==> config.mk <==
export PLATFORM = sky130hd
export DESIGN_NAME = mig_eval_sequencer
export DESIGN_NICKNAME = d
export VERILOG_FILES = /design/src/rtl/mig_eval_pkg.sv /design/src/rtl/mig_operand_mux.sv /design/src/rtl/mig_eval_sequencer.sv
export SDC_FILE = /design/constraint.sdc
export NUM_CORES = 1
export LEC_CHECK = 0
export CORE_ASPECT_RATIO = 1.1
export CORE_UTILIZATION = 50
export DETAILED_ROUTE_END_ITERATION = 7
export PLACE_DENSITY = 0.81
export SLEW_MARGIN = 0
export SYNTH_ARGS = -nofsm -noshare
export SYNTH_HDL_FRONTEND = slang
export SYNTH_SLANG_ARGS = --single-unit
==> constraint.sdc <==
create_clock -name clk -period 4.8 [get_ports clk]
set_input_delay 0.72 -clock clk [delete_from_list [all_inputs] [get_ports clk]]
set_output_delay 0.72 -clock clk [all_outputs]
set_load 0.02 [all_outputs]
==> src/rtl/mig_eval_pkg.sv <==
// Shared types and operand encoding for the MIG truth-table sequencer.
// MIG_EVAL_COMPL_EN adds a per-operand complement bit (OPW=5).
package mig_eval_pkg;

    localparam logic [3:0] OP_CONST0 = 4'd0;
    localparam logic [3:0] OP_X_BASE = 4'd1;
    localparam logic [3:0] OP_W_BASE = 4'd8;

`ifdef MIG_EVAL_COMPL_EN
    localparam int OPW = 5;

    typedef struct packed {
        logic       inv;
        logic [3:0] code;
    } operand_t;
`else
    localparam int OPW = 4;

    typedef struct packed {
        logic [3:0] code;
    } operand_t;
`endif

    typedef struct packed {
        operand_t c;
        operand_t b;
        operand_t a;
    } node_t;

    typedef enum logic [1:0] {
        IDLE,
        CHECK,
        EVAL,
        DONE
    } state_t;

    // True when the operand names a node that is not strictly earlier than slot.
    function automatic logic fwd_ref(input operand_t op, input int unsigned slot);
        return (op.code >= OP_W_BASE) && (32'(op.code - OP_W_BASE) >= slot);
    endfunction

endpackage

==> src/rtl/mig_operand_mux.sv <==
// One operand selector: constant 0, primary input x0..x6 or node register w[j].
// Under MIG_EVAL_COMPL_EN the selected value is optionally complemented.
module mig_operand_mux
    import mig_eval_pkg::*;
#(
    parameter int MAX_NODES = 8
) (
    input  operand_t               op,
    input  logic [6:0]             x,
    input  logic [MAX_NODES-1:0]   w,
    output logic                   val
);

    logic raw;

    always_comb begin
        raw = 1'b0;
        if (op.code >= OP_W_BASE) begin
            for (int unsigned j = 0; j < MAX_NODES; j++) begin
                if (32'(op.code - OP_W_BASE) == j) raw = w[j];
            end
        end else if (op.code != OP_CONST0) begin
            raw = x[3'(op.code - OP_X_BASE)];
        end
    end

`ifdef MIG_EVAL_COMPL_EN
    assign val = raw ^ op.inv;
`else
    assign val = raw;
`endif

endmodule

==> src/rtl/mig_eval_sequencer.sv <==
// Evaluates a programmed majority-inverter graph over all 128 input patterns,
// one node per cycle through a shared MAJ3. MIG_EVAL_COMPL_EN enables inversions.
module mig_eval_sequencer
    import mig_eval_pkg::*;
#(
    parameter int MAX_NODES = 8,
    parameter int NODE_W    = $clog2(MAX_NODES)
) (
    input  logic               clk,
    input  logic               rst_n,
    input  logic               prog_we,
    input  logic [NODE_W-1:0]  prog_addr,
    input  logic [OPW*3-1:0]   prog_data,
    input  logic [NODE_W:0]    num_nodes,
    input  logic               start,
    output logic               busy,
    output logic               done,
    output logic               err,
    output logic [127:0]       tt
);

    state_t                 state;
    node_t                  prog [MAX_NODES];
    logic [NODE_W:0]        n_r;
    logic [NODE_W-1:0]      k;
    logic [6:0]             p;
    logic [MAX_NODES-1:0]   w;
    logic                   illegal;
    logic                   va, vb, vc, maj;
    node_t                  cur;

    always_ff @(posedge clk or negedge rst_n) begin
        if (!rst_n) begin
            for (int unsigned i = 0; i < MAX_NODES; i++) prog[i] <= '0;
        end else if (prog_we && state == IDLE && 32'(prog_addr) < MAX_NODES) begin
            prog[prog_addr] <= node_t'(prog_data);
        end
    end

    always_comb begin
        illegal = (n_r == '0) || (32'(n_r) > MAX_NODES);
        for (int unsigned s = 0; s < MAX_NODES; s++) begin
            if (s < 32'(n_r)) begin
                if (fwd_ref(prog[s].a, s) || fwd_ref(prog[s].b, s) || fwd_ref(prog[s].c, s))
                    illegal = 1'b1;
            end
        end
    end

    assign cur = prog[k];

    mig_operand_mux #(.MAX_NODES(MAX_NODES)) u_mux_a (.op(cur.a), .x(p), .w(w), .val(va));
    mig_operand_mux #(.MAX_NODES(MAX_NODES)) u_mux_b (.op(cur.b), .x(p), .w(w), .val(vb));
    mig_operand_mux #(.MAX_NODES(MAX_NODES)) u_mux_c (.op(cur.c), .x(p), .w(w), .val(vc));

    assign maj = (va & vb) | (va & vc) | (vb & vc);

    always_ff @(posedge clk or negedge rst_n) begin
        if (!rst_n) begin
            state <= IDLE;
            busy  <= 1'b0;
            done  <= 1'b0;
            err   <= 1'b0;
            tt    <= '0;
            p     <= '0;
            k     <= '0;
            n_r   <= '0;
            w     <= '0;
        end else begin
            done <= 1'b0;
            case (state)
                IDLE: begin
                    if (start) begin
                        n_r   <= num_nodes;
                        busy  <= 1'b1;
                        state <= CHECK;
                    end
                end
                CHECK: begin
                    tt  <= '0;
                    p   <= '0;
                    k   <= '0;
                    err <= illegal;
                    if (illegal) begin
                        busy  <= 1'b0;
                        done  <= 1'b1;
                        state <= DONE;
                    end else begin
                        state <= EVAL;
                    end
                end
                EVAL: begin
                    w[k] <= maj;
                    // The last node of each pattern is the function output.
                    if ((NODE_W+1)'(k) != n_r - 1'b1) begin
                        k <= k + NODE_W'(1);
                    end else begin
                        tt[p] <= maj;
                        k     <= '0;
                        if (p == 7'd127) begin
                            busy  <= 1'b0;
                            done  <= 1'b1;
                            state <= DONE;
                        end else begin
                            p <= p + 7'd1;
                        end
                    end
                end
                DONE: begin
                    state <= IDLE;
                end
                default: begin
                    state <= IDLE;
                end
            endcase
        end
    end

endmodule

## Word-level counts from Yosys, hierarchy flattened

Cells that the tools add are included.

- Bits in registers: 251
- Output and inout bits: 131

- Bitwise gates (word level): 7
- Eq/ne operators: 31
- Add/subtract/negate cells: 33
- Order comparisons: 70
- Multiplexer cells: 85
- Reduce and logical (&&, ||, !) cells: 60

Operator list:

| cell | count |
|---|---|
| $eq A32 B3 Y1 const B | 12 |
| $ge A32 B3 Y1 const B | 12 |
| $pmux W128 S2 | 1 |
| $eq A32 B2 Y1 const B | 6 |
| $ge A32 B1 Y1 const B | 6 |
| $ge A32 B2 Y1 const B | 6 |
| $sub A4 B4 Y5 const B | 27 |
| $bwmux W128 | 1 |
| $mux W128 | 1 |
| $ge A4 B4 Y1 const B | 29 |
| $bwmux W96 | 1 |
| $eq A32 B1 Y1 const B | 3 |
| $logic_not A32 Y1 | 3 |
| $mux W1 | 59 |
| $bmux W12 S3 | 1 |
| $demux W12 S3 | 1 |
| $mux W12 | 3 |
| $logic_and A1 B1 Y1 | 28 |
| $logic_or A1 B1 Y1 | 17 |
| $lt A3 B4 Y1 const A | 4 |
| $lt A3 B4 Y1 const B | 4 |
| $mux W7 | 2 |
| $pmux W7 S2 | 1 |
| $reduce_bool A4 Y1 | 3 |
| 36 further kinds | 55 |

## Depth between registers and ports, before layout

- Depth after elaboration: 23
- Depth in mapped cells: 21
- Mapped depth without buffers: 14

## Modules after synthesis

From an unflattened synthesis, not the netlist that was laid out.

- Cells, all modules: 1,124
- Area total of the unflattened synthesis: 12,856.1 sq um

Modules (own cells, without submodules):

| module | instances | area each (sq um) | cells each | sequential area each (sq um) |
|---|---|---|---|---|
| mig_eval_sequencer | 1 | 12,240.5 | 1,043 | 6,281.0 |
| mig_operand_mux | 3 | 205.2 | 27 | 0.0 |

## Least setup slack after synthesis

OpenSTA, ideal clock, no wires.

- Path kind: register -> register
- Start point: register k[1]
- End point: register w[4]
- Stages on the path, launching flop included: 20
- Setup slack: 655 ps
- Library setup time: 128 ps
- Buffers on the path: 7
- Data arrival time: 4,017 ps
- Cells stage by stage: dfrtp_1 > buf_6 > buf_6 > buf_4 > buf_4 > buf_1 > mux4_2 > nand2_1 > and2_1 > ha_1 > nor2b_1 > a22oi_1 > o21ai_0 > mux4_2 > nor2b_1 > nor2_1 > a221oi_4 > buf_6 > buf_8 > o22ai_1

- Cells in the longest elaborated chain, start to end: 19
- Elaborated cells between the ends (all ways): 87

Ends and longest elaborated chain:

| element | RTL line | RTL |
|---|---|---|
| start, declared | mig_eval_sequencer.sv:25 | `logic [NODE_W-1:0] k;` |
| start signal, assigned | mig_eval_sequencer.sv:96 | `k <= k + NODE_W'(1);` |
| $not A3 Y4 (implied by the code) | mig_eval_sequencer.sv:50 | `assign cur = prog[k];` |
| $bmux W12 S3 | mig_eval_sequencer.sv:50 |  |
| $mux W12 (implied by the code) (2 in series) | mig_eval_sequencer.sv:50 |  |
| $sub A4 B4 Y5 | mig_operand_mux.sv:20 | `if (32'(op.code - OP_W_BASE) == j) raw = w[j];` |
| $logic_not A32 Y1 | mig_operand_mux.sv:20 |  |
| $mux W1 (8 in series) | mig_operand_mux.sv:20 |  |
| $mux W1 | mig_operand_mux.sv:18 | `if (op.code >= OP_W_BASE) begin` |
| $and A1 B1 Y1 | mig_eval_sequencer.sv:56 | `assign maj = (va & vb) \| (va & vc) \| (vb & vc);` |
| $or A1 B1 Y1 (2 in series) | mig_eval_sequencer.sv:56 |  |
| $bwmux W8 * | mig_eval_sequencer.sv:93 | `w[k] <= maj;` |
| end signal, assigned by index | mig_eval_sequencer.sv:93 |  |
| end, declared | mig_eval_sequencer.sv:27 | `logic [MAX_NODES-1:0] w;` |

Mark *: on every way between the ends. The rest lies on a longest branch, timed or not. The select of a mux whose other input is x is not followed.
A chain may end at the register's enable or synchronous reset.

## Worst setup path in the final report

- Start point: register k[1]
- End point: register tt[7]

- Cells in the longest elaborated chain, start to end: 21
- Elaborated cells between the ends (all ways): 87

Ends and longest elaborated chain:

| element | RTL line | RTL |
|---|---|---|
| $not A3 Y4 (implied by the code) | mig_eval_sequencer.sv:50 |  |
| $bmux W12 S3 | mig_eval_sequencer.sv:50 |  |
| $mux W12 (implied by the code) (2 in series) | mig_eval_sequencer.sv:50 |  |
| $sub A4 B4 Y5 | mig_operand_mux.sv:20 |  |
| $logic_not A32 Y1 | mig_operand_mux.sv:20 |  |
| $mux W1 (8 in series) | mig_operand_mux.sv:20 |  |
| $mux W1 | mig_operand_mux.sv:18 |  |
| $and A1 B1 Y1 | mig_eval_sequencer.sv:56 |  |
| $or A1 B1 Y1 (2 in series) | mig_eval_sequencer.sv:56 |  |
| $bwmux W128 | mig_eval_sequencer.sv:98 | `tt[p] <= maj;` |
| $mux W128 | mig_eval_sequencer.sv:95 | `if ((NODE_W+1)'(k) != n_r - 1'b1) begin` |
| $pmux W128 S2 | mig_eval_sequencer.sv:71 | `case (state)` |
| end signal, assigned by index | mig_eval_sequencer.sv:98 |  |
| end, declared | mig_eval_sequencer.sv:19 | `output logic [127:0] tt` |

Parallel ways exist; a longest one is shown, timed or not. The select of a mux whose other input is x is not followed.

==> out/results.tsv <==
stage	metric	value	unit
global_route	grtUsageMet2	47.3	%
placement	port_buffers	153	
floorplanning	die-area	28100	µm²
timing	finalCriticalPeriod	4.33	ns
timing	finalCritPeriodShare	90.2	%
min_path	hold_class	input pin to asynchronous set/reset pin	
floorplanning	start_util	50.8	%
global_route	use_met1	37.0	%
clock_tree	clockRootBuffer	clkbuf_16	
global_route	grt.total_usage	28.2	%
cells_and_area	multiInputGateArea	6790	µm²
timing	fmax	0.231	GHz
placement	gp_congestion	0.948	
clock_tree	clkLatencyLatePin	0.54	ns
route	first_pass_iters	6	
yosys	yosys-top-cells-count	251 x dfrtp_1, 239 x o21ai_0, 178 x nor2_1	
placement	place_hpwl	25.7	mm
floorplanning	rows	63	
setup_path	crit_type	register to register	
cells_and_area	drive_above_1_share	16.1	%
clock_tree	ctsResizeCount	0	
timing	finalSetupViolCount	0	
yosys	synthTopCellsByArea	dfrtp_1 46%, mux2_2 8.9%, o21ai_0 8.7%, nor2_1 4.9%, nand3_1 3.3%	
pwr	finalPower	0.00917	W
pwr	power.leakage	6.68	nW
setup_path	rrSetupSlack	0.47	ns
yosys	synth_ff_type	dfrtp_1	
route	vias	12254	
cells_and_area	n_antenna_cell	0	
pwr	pwr-share-seq	32.8	%
cells_and_area	regArea	6280	µm²
cells_and_area	areaGrowthSynthToFinish	20.4	%
yosys	synth-seq-cells	251	
pwr	power.ir.vdd_worst	644	µV
route	drc	0	
clock_tree	cts.sinks	251	
global_route	grt_pass1_wl	64.3	mm
setup_path	critPathRequiredTime	5.20	ns
yosys	synthesis.nets	1504	
global_route	antenna_found_initial	0	
yosys	synthArstFlopShare	100	%
setup_path	r2r_start	k[1]	
global_route	grt_pass1_vias	11927	
floorplanning	pin_count	154	
timing	maxSlewHeadroom	23.1	%
timing	setup-tns-final	0	ns
route	ant_nets	0	
global_route	grt_max_degree	129	
route	routed_via_density	6.36	
setup_path	critPathLaunchType	register	
setup_path	r2r_end	tt[7]	
timing	rsz0062_at_grt	no	
floorplanning	fp.dieH	176	µm
clock_tree	path_clk_slew	0.06	ns
clock_tree	numCtsBuffers	27	
route	drt_iter0_drc	1314	
global_route	overflow	0	
pwr	combPwrFrac	41.3	%
clock_tree	hold_buffers	0	
yosys	synth_edf_count	0	
outcome	status	finished, final reports clean	
yosys	yosys.cell_types.count	70	
yosys	mappedNetlistArea	13700	µm²
setup_path	cp_max_fo	27	
pwr	power_density	555	nW/µm²
setup_path	worst_setup_path_end_kind	register	
route	wl_per_cell	20.5	µm
clock_tree	cts_tree	yes	
cells_and_area	fin_nets	1594	
global_route	grt.busiest_layer	met2	
yosys	syn_avg_cell_area	9.40	µm²
pwr	clkPwrFrac	25.9	%
clock_tree	post_cts_buffers	0	
yosys	synthCells	1458	
timing	worst_pin_slew	1.15	ns
yosys	yosys_warnings	0	
timing	hold_violations	0	
yosys	yosys.area.top_type	dfrtp_1	
clock_tree	cts_max_path_buffers	3	
job	maxCapViolations	0	
timing	slew_violations	0	
pwr	sw_frac_of_total	41.1	%
pwr	cellInternalPower	0.00540	W
pwr	p_switching	0.00377	W
yosys	seq_area_frac_synth	45.8	%
clock_tree	htree_levels	1	
yosys	yosysTopAreaCellShare	45.8	%
timing	fin_skew	0.0227	ns
floorplanning	die_w	160	µm
global_route	globalRouteMet3Util	3.61	%
setup_path	crit_arrival	4.73	ns
route	wirelength	39.4	mm
yosys	yosysMostFrequentCell	dfrtp_1	
cells_and_area	num-fill-cells	2197	
setup_path	worst-r2r-cell-count	14	
floorplanning	core	27000	µm²
## cells by family after synthesis
logic type	Yosys count	share of synthesized area [%]
flip-flops	251	45.8
adder cells (fa/ha/maj)	23	2.10
buffers and inverters	149	5.10
multiplexers	145	12.3
AO/OA/AOI/OAI	421	18.2
XOR/XNOR	10	0.639
AND/OR/NAND/NOR	459	15.9
## sequential cells by signal, summed over array words and instances (netlist names)
| signal | flops |
|---|---|
| busy | 1 |
| done | 1 |
| err | 1 |
| k | 3 |
| n_r | 4 |
| p | 7 |
| prog | 96 |
| state | 2 |
| tt | 128 |
| w | 8 |
## final cells by class
| class | instances | share of cell area (%) |
|---|---|---|
| Multi-Input combinational cell | 1058 | 41.1 |
| Inverter | 24 | 0.561 |
| Tap cell | 357 | 2.71 |
| Timing Repair Buffer | 186 | 11.4 |
| Sequential cell | 251 | 38.0 |
| Clock inverter | 15 | 1.60 |
| Clock buffer | 35 | 4.58 |
## power by group through the flow
stage | Clock (W) | Sequential [W] | Combinational, W
6_report | 0.00237 | 0.00301 | 0.00379
5_1_grt | 0.00248 | 0.00305 | 0.00411
2_1_floorplan | 0 | 0.00282 | 0.00290
4_1_cts | 0.00238 | 0.00299 | 0.00372
3_5_place_dp | 0 | 0.00302 | 0.00370
3_3_place_gp | 0 | 0.00300 | 0.00360
## worst max-delay path by stage
stage          slack (ns)  endpoint  start  depth (start not counted)
2_1_floorplan        0.66      w[4]   k[1]                         19
3_3_place_gp         0.76     tt[4]   k[1]                         14
3_5_place_dp         0.50    tt[12]   k[1]                         14
4_1_cts              0.46    tt[12]   k[1]                         14
5_1_grt              0.10    tt[12]   k[1]                         14
6_report             0.47     tt[7]   k[1]                         14
## cell usage in the layout, fill, tap and decap left out, types with 6 or more instances in the layout
| cell type | n |
|---|---|
| a21oi_1 | 68 |
| mux2i_1 | 28 |
| a22oi_1 | 6 |
| bufinv_16 | 7 |
| nand2_1 | 60 |
| o21ai_2 | 39 |
| o22ai_1 | 8 |
| clkbuf_16 | 27 |
| nand4_1 | 68 |
| o21ai_0 | 238 |
| clkdlybuf4s50_1 | 152 |
| nor2_1 | 178 |
| inv_1 | 23 |
| mux4_2 | 8 |
| o31ai_1 | 8 |
| o21ai_1 | 6 |
| dfrtp_1 | 251 |
| nand2b_1 | 9 |
| nor3_1 | 16 |
| buf_4 | 25 |
| ha_1 | 23 |
| nand3_1 | 90 |
| buf_12 | 8 |
| nor2b_1 | 10 |
| mux2_2 | 108 |
## per-layer routing
metal  vias to the layer above  routed length, µm
met5                         -                  0
met3                        97               2880
met1                      6089              15600
met4                         0               1420
met2                       624              19600
li1                       5444                  -
## worst max-delay path: stages, from the launching register on
cell and delay (ns):
dfrtp_1 0.77, mux2i_1 0.26, o31ai_1 0.09, a211oi_2 0.47
inv_1 0.14, ha_1 0.26, a22oi_1 0.18, o21ai_0 0.10
mux4_2 0.46, nor2b_1 0.30, nor2_1 0.14, a221oi_4 0.34
buf_12 0.23, buf_4 0.28, o21ai_0 0.14
## metrics by stage
step / area, µm² / worst slack, ns / hold WS (ns) / std cells / util, %
after floorplan: 13700 / 0.655 / 0.424 / 1458 / -
after global placement: 15500 / 0.760 / 0.486 / 1876 / 57.5
after detailed placement: 15500 / 0.502 / 0.495 / 1876 / 57.5
after CTS: 16500 / 0.463 / 0.242 / 1926 / 61.2
after global routing: 16500 / 0.104 / 0.242 / 1926 / 61.2
final: 16500 / 0.469 / 0.172 / 1926 / 61.2
Note: power is estimated with default switching activity, not from simulation.
